File: config.mk
export PLATFORM = sky130hd
export DESIGN_NAME = psum_buf
export DESIGN_NICKNAME = d
export VERILOG_FILES = /design/src/rtl/psum_buf_pkg.sv /design/src/rtl/psum_buf_mem.sv /design/src/rtl/psum_buf.sv
export SDC_FILE = /design/constraint.sdc
export NUM_CORES = 2
export LEC_CHECK = 0
export CELL_PAD_IN_SITES_DETAIL_PLACEMENT = 1
export CELL_PAD_IN_SITES_GLOBAL_PLACEMENT = 2
export CORE_AREA = 2 2 352 354
export DETAILED_ROUTE_END_ITERATION = 10
export DIE_AREA = 0 0 354 356
export PLACE_DENSITY_LB_ADDON = 0.12
export SYNTH_ARGS = -nofsm -noshare
export SYNTH_HDL_FRONTEND = slang
export SYNTH_SLANG_ARGS = --single-unit
File: constraint.sdc
create_clock -name clk -period 8.9 [get_ports clk]
set_input_delay 1.78 -clock clk [delete_from_list [all_inputs] [get_ports clk]]
set_output_delay 1.78 -clock clk [all_outputs]
set_load 0.02 [all_outputs]
File: src/rtl/psum_buf_pkg.sv
// Shared constants and FSM encoding for the partial-sum buffer.
// The latencies are fixed by the adder tree that the buffer feeds and drains.
package psum_buf_pkg;

  localparam int RD_LAT         = 2;
  localparam int WR_LAT         = 3;
  localparam int DATA_WIDTH_DEF = 25;

  typedef enum logic [1:0] {
    ST_IDLE  = 2'd0,
    ST_RUN   = 2'd1,
    ST_DRAIN = 2'd2
  } state_t;

endpackage

File: src/rtl/psum_buf_mem.sv
// Psum storage: one combinational read port and one synchronous write port.
// Neither port is reset; first-pass reads are masked upstream.
module psum_mem
  import psum_buf_pkg::*;
#(
  parameter int  data_width = DATA_WIDTH_DEF,
  parameter int  depth      = 64,
  localparam int aw         = $clog2(depth)
) (
  input  logic                         clk,
  input  logic                         we,
  input  logic [aw-1:0]                wr_addr,
  input  logic signed [data_width-1:0] wr_data,
  input  logic [aw-1:0]                rd_addr,
  output logic signed [data_width-1:0] rd_data
);

  logic signed [data_width-1:0] mem [depth];

  always_ff @(posedge clk) begin
    if (we) begin
      mem[wr_addr] <= wr_data;
    end
  end

  // A read and a write to the same entry on one edge returns the old value.
  assign rd_data = mem[rd_addr];

endmodule

File: src/rtl/psum_buf.sv
// Partial-sum buffer between adder-tree passes: replays the previous pass's
// psums as fifo_data, stores the new ones, and emits the last pass on out_data.
module psum_buf
  import psum_buf_pkg::*;
#(
  parameter int  data_width = DATA_WIDTH_DEF,
  parameter int  depth      = 64,
  localparam int aw         = $clog2(depth)
) (
  input  logic                         clk,
  input  logic                         rst_n,
  input  logic                         stall,
  input  logic                         start,
  input  logic [aw:0]                  cfg_len,
  input  logic [7:0]                   cfg_passes,
  input  logic                         in_valid,
  input  logic signed [data_width-1:0] psum_in,
  output logic signed [data_width-1:0] fifo_data,
  output logic                         out_valid,
  output logic signed [data_width-1:0] out_data,
  output logic                         busy,
  output logic                         done
);

  localparam logic [aw:0]   LEN_ONE = 1;
  localparam logic [aw-1:0] PTR_ONE = 1;

  state_t                       state_reg, state_next;
  logic [WR_LAT:1]              v_reg;
  logic [aw:0]                  len_reg;
  logic [7:0]                   passes_reg;
  logic [aw-1:0]                rd_ptr_reg, wr_ptr_reg;
  logic [7:0]                   rd_pass_reg, wr_pass_reg;
  logic signed [data_width-1:0] fifo_data_reg, out_data_reg, rd_data;
  logic                         out_valid_reg, done_reg, done_next;
  logic                         v_in, start_ok;
  logic                         rd_en, wr_en, rd_wrap, wr_wrap, wr_final;
  logic                         last_rd, last_wr, mem_we;
  logic [aw:0]                  len_m1;
  logic [7:0]                   passes_m1;

  assign len_m1    = len_reg - LEN_ONE;
  assign passes_m1 = passes_reg - 8'd1;
  assign rd_en     = v_reg[RD_LAT-1];
  assign wr_en     = v_reg[WR_LAT];
  assign rd_wrap   = ({1'b0, rd_ptr_reg} == len_m1);
  assign wr_wrap   = ({1'b0, wr_ptr_reg} == len_m1);
  assign wr_final  = (wr_pass_reg >= passes_m1);
  assign last_rd   = rd_en && rd_wrap && (rd_pass_reg == passes_m1);
  assign last_wr   = wr_en && wr_wrap && wr_final;
  assign mem_we    = !stall && wr_en && !wr_final;

  always_comb begin
    state_next = state_reg;
    start_ok   = 1'b0;
    v_in       = 1'b0;
    done_next  = 1'b0;
    unique case (state_reg)
      ST_IDLE: begin
        if (start) begin
          start_ok   = 1'b1;
          state_next = ST_RUN;
        end
      end
      ST_RUN: begin
        // Input offered alongside the job's final read would overrun the job.
        v_in = in_valid && !last_rd;
        if (last_rd) begin
          state_next = ST_DRAIN;
        end
      end
      ST_DRAIN: begin
        if (last_wr) begin
          state_next = ST_IDLE;
          done_next  = 1'b1;
        end
      end
      default: state_next = ST_IDLE;
    endcase
  end

  always_ff @(posedge clk or negedge rst_n) begin
    if (!rst_n) begin
      state_reg <= ST_IDLE;
    end else if (!stall) begin
      state_reg <= state_next;
    end
  end

  always_ff @(posedge clk or negedge rst_n) begin
    if (!rst_n) begin
      v_reg         <= '0;
      len_reg       <= '0;
      passes_reg    <= '0;
      rd_ptr_reg    <= '0;
      wr_ptr_reg    <= '0;
      rd_pass_reg   <= '0;
      wr_pass_reg   <= '0;
      fifo_data_reg <= '0;
      out_data_reg  <= '0;
      out_valid_reg <= 1'b0;
      done_reg      <= 1'b0;
    end else if (!stall) begin
      v_reg         <= {v_reg[WR_LAT-1:1], v_in};
      out_valid_reg <= 1'b0;
      done_reg      <= done_next;
      if (start_ok) begin
        len_reg     <= cfg_len;
        passes_reg  <= cfg_passes;
        rd_ptr_reg  <= '0;
        wr_ptr_reg  <= '0;
        rd_pass_reg <= '0;
        wr_pass_reg <= '0;
      end
      if (rd_en) begin
        // The first pass has no previous psum; stale memory is masked to zero.
        fifo_data_reg <= (rd_pass_reg == 8'd0) ? '0 : rd_data;
        rd_ptr_reg    <= rd_wrap ? '0 : rd_ptr_reg + PTR_ONE;
        if (rd_wrap) begin
          rd_pass_reg <= rd_pass_reg + 8'd1;
        end
      end
      if (wr_en) begin
        wr_ptr_reg <= wr_wrap ? '0 : wr_ptr_reg + PTR_ONE;
        if (wr_wrap) begin
          wr_pass_reg <= wr_pass_reg + 8'd1;
        end
        if (wr_final) begin
          out_data_reg  <= psum_in;
          out_valid_reg <= 1'b1;
        end
      end
    end
  end

  psum_mem #(
    .data_width(data_width),
    .depth     (depth)
  ) u_mem (
    .clk    (clk),
    .we     (mem_we),
    .wr_addr(wr_ptr_reg),
    .wr_data(psum_in),
    .rd_addr(rd_ptr_reg),
    .rd_data(rd_data)
  );

  assign fifo_data = fifo_data_reg;
  assign out_data  = out_data_reg;
  assign out_valid = out_valid_reg;
  assign done      = done_reg;
  assign busy      = (state_reg != ST_IDLE);

endmodule

After elaboration in Yosys (flattened, before gate mapping)
Memories as Yosys holds them, arrays and structs flattened.
Index checks and enable logic that the tools add are counted.
Word-level totals
  input bits: 45
  bits in writable memories: 1600
  logic and storage cells: 75
  register bits: 100
  memories: 1
  output and inout bits: 53
Operators by class
  equality and inequality tests: 8
  bitwise logic cells: 1
  $lt $le $gt $ge: 1
  mux-type cells: 25
  add/subtract/negate cells: 6
  reduce and logical (&&, ||, !) cells: 21
Memory list
  u_mem.mem: words 64, bits a word 25, read ports 1, clocked after Yosys merged registers in 0, wr ports 1, line psum_buf_mem.sv:18  | logic signed [data_width-1:0] mem [depth];
Operators with widths (number)
  8-bit two-way mux: 6
  6-bit two-way mux: 5
  25-bit two-way mux: 1
  8-bit by 1-bit adder with 8-bit output (second input constant): 2
  6-bit by 7-bit equality test with 1-bit output: 2
  6-bit by 1-bit adder with 6-bit output (second input constant): 2
  1-bit two-way mux: 9
  8-bit equality test: 1
  8-bit >= comparator: 1
  8-bit logical NOT: 1
  2-bit AND reduction: 4
  8-bit by 1-bit subtractor with 8-bit output (second input constant): 1
  1-bit logical AND: 7
  7-bit by 1-bit subtractor with 7-bit output (second input constant): 1
  2-bit two-way mux: 3
  2-bit inequality test (second input constant): 3
  2-bit one-hot mux with 3 select lines: 1
  2-bit nonzero test: 3
  4-bit AND reduction: 1
  1-bit logical NOT: 3
  3-bit AND reduction: 1
  2-bit by 1-bit equality test with 1-bit output (second input constant): 1
  2-bit equality test (second input constant): 1
  2-bit logical NOT: 1
  1-bit inverter: 1

Longest topological paths before layout
  depth in word-level cells: 7
  mapped depth: 12
  gate-level depth less buffers: 11

By module
A second synthesis with hierarchy kept.
Unflattened totals
  cell total of the unflattened synthesis: 3297
  area, all modules: 66949.2 µm²
Modules (own cells, without submodules)
  psum_mem: area an instance 61997.0 µm², times used 1, sequential area each 48046.1 µm², cells each 2825
  psum_buf: area an instance 4952.2 µm², times used 1, sequential area each 2502.4 µm², cells each 472

Worst setup path before layout
OpenSTA, ideal clock, no wires.
  path kind: input port to flip-flop
  start point: input port stall
  end point: memory u_mem.mem[27][0] (netlist name) (enable)
  path buffers: 0
  data required time: 8.493 ns
  setup time: 0.407 ns
  stages on the path: 4
  setup slack: 4.404 ns
  arrival: 4.089 ns
  path through: nand2b_1 > a2111oi_0 > nand3_1 > nor2_1
Between the ends
  longest elaborated chain between the ends: 5
RTL lines
  start: declaration: line psum_buf.sv:12  | input logic stall,
  1-bit logical NOT
  1-bit logical AND (2 in a row): line psum_buf.sv:51  | assign mem_we = !stall && wr_en && !wr_final;
  1-bit two-way mux: line psum_buf_mem.sv:21  | if (we) begin
  1-bit two-way mux (not written as such): line psum_buf_mem.sv:22  | mem[wr_addr] <= wr_data;
  end: declaration: line psum_buf_mem.sv:18
Every way passes these cells.

Final worst setup path
  start point: register passes_reg[3]
  end point: memory u_mem.mem[57][7] (netlist name) (enable)
Between the ends
  longest elaborated chain between the ends: 6
RTL lines
  start: declaration: line psum_buf.sv:31  | logic [7:0] passes_reg;
  start signal: assignment: line psum_buf.sv:109  | passes_reg <= cfg_passes;
  8-bit by 1-bit subtractor with 8-bit output: line psum_buf.sv:43  | assign passes_m1 = passes_reg - 8'd1;
  8-bit >= comparator: line psum_buf.sv:48  | assign wr_final = (wr_pass_reg >= passes_m1);
  1-bit logical NOT: line psum_buf.sv:51
  1-bit logical AND: line psum_buf.sv:51
  1-bit two-way mux: line psum_buf_mem.sv:21
  1-bit two-way mux (not written as such): line psum_buf_mem.sv:22
Every way passes these cells.

==> flow_results.org <==
** Synth
- Cell type contributing the most total cell area after synthesis :: sky130_fd_sc_hd__edfxtp_1
- Synth Instances :: 2982
- Counting flops with a built-in enable in the synthesized netlist gives 1600.
- Number of warning messages in the yosys log :: 0
- The portion of synthesized area spent on multiplexers is 16.7%.
- The cell area that synthesis handed to floorplanning was 65800 um2.
- For this run, asynchronously set or reset flops after synthesis account for 5.88%.
- Sorting the synthesized cells by area gives the leading types as sky130_fd_sc_hd__edfxtp_1, sky130_fd_sc_hd__mux4_2, sky130_fd_sc_hd__dfrtp_1.
- Area share of and/or/nand/nor cells after synthesis :: 2.65%
- The number of nets in the synthesized netlist is between 3k and 4k.
- Each instance of the synthesized netlist takes up on average 22.1 um2.
- Synth Area in Compound Gates :: 1.83%
- Sequential elements use between 70 and 80% of the synthesized area.
- Largest family of logic cells by synthesized area :: multiplexers
- Adder-Cell Fraction of Synth Area :: less than 1%
- The number of different library cells used by synthesis comes to 67.
- Most frequently used flop master after synthesis :: sky130_fd_sc_hd__edfxtp_1
- In this run, synthesis produced a sequential element count of 1700.
- The synthesized netlist devotes less than 1% of its cell area to XOR and XNOR gates.
- Post-synth top area share :: 73.1%

** Global routing
- Vias in the first global route :: roughly 33k
- Entering global routing, the biggest net connects around 160 pins.
- First-pass GRT wire length :: ~260 mm
- For this run, the total global-route usage over all layers was measured as 29.4%.
- Antenna violations before repair :: 10
- Total grt overflow :: 0

** Cells and area
- The register with the most flip-flops in the layout has 1600 of them.
- Compared with the post-synthesis result, the final layout area differs by 13.0%.
- Final layout net count :: 3244
- Of the cells placed in the final design, the portion with a size suffix greater than 1 is between 20% and 30%.
- In the layout the commonest cells are sky130_fd_sc_hd__edfxtp_1, sky130_fd_sc_hd__mux4_2, sky130_fd_sc_hd__clkbuf_16.
- Filler instances :: about 10k
- Reg area :: 50600 um2
- Most common cell after layout, fill and taps aside :: sky130_fd_sc_hd__edfxtp_1
- Utilization after layout :: 60.6%
- Area of the multi-input gates :: 14800 um2

** Worst setup path
- Crit path kind :: reg2reg
- Worst EP required :: 9.31 ns
- STA classifies the critical path startpoint as a flop.
- STA puts the critical path data arrival time at 5.25 ns.
- Capturing element type of the critical path :: flop
- Of all nets on the critical path, the largest fanout is 25.

** Timing
- Final setup violating endpoints :: 0
- Max-slew headroom :: 17.0%
- Number of pins exceeding their max-slew limit in the final report :: 0
- Total count of hold-check failures in the final report :: 0
- Static timing analysis puts the maximum clock frequency at 207 MHz.
- Adding up every negative setup slack in the final design gives 0 ns.
- Fraction of the cycle the final worst path needs :: 54.3%
- Setup repair after global routing left no endpoint under its margin.
- Clock skew :: 0.0242 ns
- Shortest clock period the worst path allows after layout :: 4.83 ns
- Slew @ Worst Pin :: 1.24 ns

** Route
- In the routed layout, each cell is associated on average with a via count of about 6.5.
- In the final routed layout, each cell accounts on average for 36.5 um.
- The routed design has 181 mm of wire.
- In the routed design, unresolved DRC markers number 0.
- The first detailed-routing pass ran for 7 iterations.
- Via count :: 32.3k
- For this block, the initial DRC count from the detailed router was 4173.
- Once detail routing completed, the nets flagged for antenna violations numbered 0.

** Die
- Measured along the x axis, the die boundary spans between 300 and 400 um.
- Core area :: roughly 120000 um2
- Once the floorplan was initialized, standard cells occupied around 54% of the core.
- After floorplanning, the core was divided into 129 placement rows.
- Height of the chip :: 356 um
- Die ar. :: 126000 um2
- I/O pins :: 98

** CTS
- Clock H-tree levels :: 4
- Hold Buf Count CTS :: 0
- TritonCTS clock tree :: yes
- For the worst-skew pair, the clock arrives at the later sink with an insertion delay of 0.81 ns.
- Post-CTS Setup Bufs :: 0
- After clock tree synthesis, the clock-pin slew on the worst setup and hold paths is around 0.060 ns.
- Worst-case clock buffer depth :: 3
- CTS saw 1700 sinks.
- Clock buffer count from CTS :: about 170
- The cell sitting at the root of the clock tree is a sky130_fd_sc_hd__clkbuf_16.
- Post-CTS repair changed the size of 0 cells.

** Place
- Final Wtd Congestion :: 0.880
- Number of buffer cells added on primary ports :: 97
- Total half-perimeter wirelength after legalization and detailed placement :: 107 mm

** Worst hold path
- The tightest min-delay check is of the reg2reg type.

** Job
- Max capacitance violation total :: 0

** Power and ir drop
- The analysis attributes to cell leakage a power of 23.3 nW.
- Power density cells :: 294 nW/um2
- Across the VDD grid, the largest voltage drop is ~0.00037 V.

** Status
- Outcome :: completed
## worst max-delay path, cell delays in order, from the launching register on
cell,delay (ns)
sky130_fd_sc_hd__dfrtp_1,0.42
sky130_fd_sc_hd__or3_1,0.45
sky130_fd_sc_hd__nor3_1,0.24
sky130_fd_sc_hd__xnor2_1,0.24
sky130_fd_sc_hd__ha_1,0.32
sky130_fd_sc_hd__a21o_1,0.17
sky130_fd_sc_hd__a21o_1,0.18
sky130_fd_sc_hd__a21o_1,0.20
sky130_fd_sc_hd__a2111oi_0,0.82
sky130_fd_sc_hd__nand2_1,0.35
sky130_fd_sc_hd__buf_4,0.33
sky130_fd_sc_hd__nor2_4,0.69
## report_power, final
part           leakage, nW  switching, W  total [W]  internal (W)
clock                 2.56       0.00302    0.00685       0.00382
combinational         5.08       0.00333    0.00576       0.00242
sequential            15.7      0.000300    0.00926       0.00896
## synth_stat cells, types with 3 or more instances
cell and n:
sky130_fd_sc_hd__edfxtp_1 1600, sky130_fd_sc_hd__mux4_2 448, sky130_fd_sc_hd__nand2_1 113, sky130_fd_sc_hd__a22oi_1 102
sky130_fd_sc_hd__dfrtp_1 100, sky130_fd_sc_hd__clkbuf_1 87, sky130_fd_sc_hd__nor2_1 87, sky130_fd_sc_hd__nand3_1 71
sky130_fd_sc_hd__mux2i_1 56, sky130_fd_sc_hd__buf_2 46, sky130_fd_sc_hd__mux2_2 28, sky130_fd_sc_hd__nand2b_1 28
sky130_fd_sc_hd__o21ai_0 19, sky130_fd_sc_hd__buf_1 18, sky130_fd_sc_hd__inv_1 18, sky130_fd_sc_hd__ha_1 15
sky130_fd_sc_hd__xnor2_1 15, sky130_fd_sc_hd__a21oi_1 12, sky130_fd_sc_hd__xor2_1 12, sky130_fd_sc_hd__nor3_1 10
sky130_fd_sc_hd__nor2b_1 7, sky130_fd_sc_hd__o2bb2ai_1 7, sky130_fd_sc_hd__and3_1 6, sky130_fd_sc_hd__buf_4 6
sky130_fd_sc_hd__a21o_1 5, sky130_fd_sc_hd__nand4_1 5, sky130_fd_sc_hd__a31oi_1 4, sky130_fd_sc_hd__or3_1 4
sky130_fd_sc_hd__nand3b_1 3, sky130_fd_sc_hd__o21ai_1 3, sky130_fd_sc_hd__or4_1 3, sky130_fd_sc_hd__xnor3_4 3
## cells by family after synthesis
kind of cell             count (synthesis)
flip-flops                            1700
buffers and inverters                  176
AO/OA/AOI/OAI                          168
multiplexers                           532
adder cells (fa/ha/maj)                 15
AND/OR/NAND/NOR                        358
XOR/XNOR                                33
## final timing paths
check,startpoint,endpoint,slack (ns),depth (start not counted)
min in group asynchronous,rst_n,out_data[10],0.96,1
hold reg to reg,out_valid,out_valid,0.48,1
hold / removal,out_valid,out_valid,0.48,1
max in group asynchronous,rst_n,rd_ptr_reg[1],6.58,2
setup reg to reg,passes_reg[3],u_mem.mem[57][7],4.07,11
setup / recovery,passes_reg[3],u_mem.mem[57][7],4.07,11
## final cells by class
type	count	area share [%]
Clock inverter	91	0.954
Tap cell	1637	2.76
Sequential cell	1700	68.0
Timing Repair Buffer	185	2.11
Antenna cell	1	0.00337
Clock buffer	223	6.13
Multi-Input combinational cell	1106	19.9
Inverter	19	0.0959
## per-layer routing
layer / vias to the layer above / track usage, % / share of wire (%)
met2: 1557 / 44.4 / 47
li1: 12900 / - / -
met4: 6 / 7.42 / 2.2
met1: 17600 / 44.5 / 42
met5: - / 0 / 0.019
met3: 208 / 6.03 / 9.0
## through the flow
stage               setup slack, ns  cells  instance area (um2)  hold WS (ns)  power (W)
floorplan                      4.40   2982                65800         0.446     0.0128
global placement               3.74   4646                69000         0.464     0.0151
detailed placement             3.56   4647                69100         0.473     0.0152
CTS                            4.00   4961                74300         0.485     0.0220
global route                   3.59   4961                74300         0.502     0.0225
finish                         4.07   4962                74300         0.484     0.0219
(Power assumes the default switching activity.)
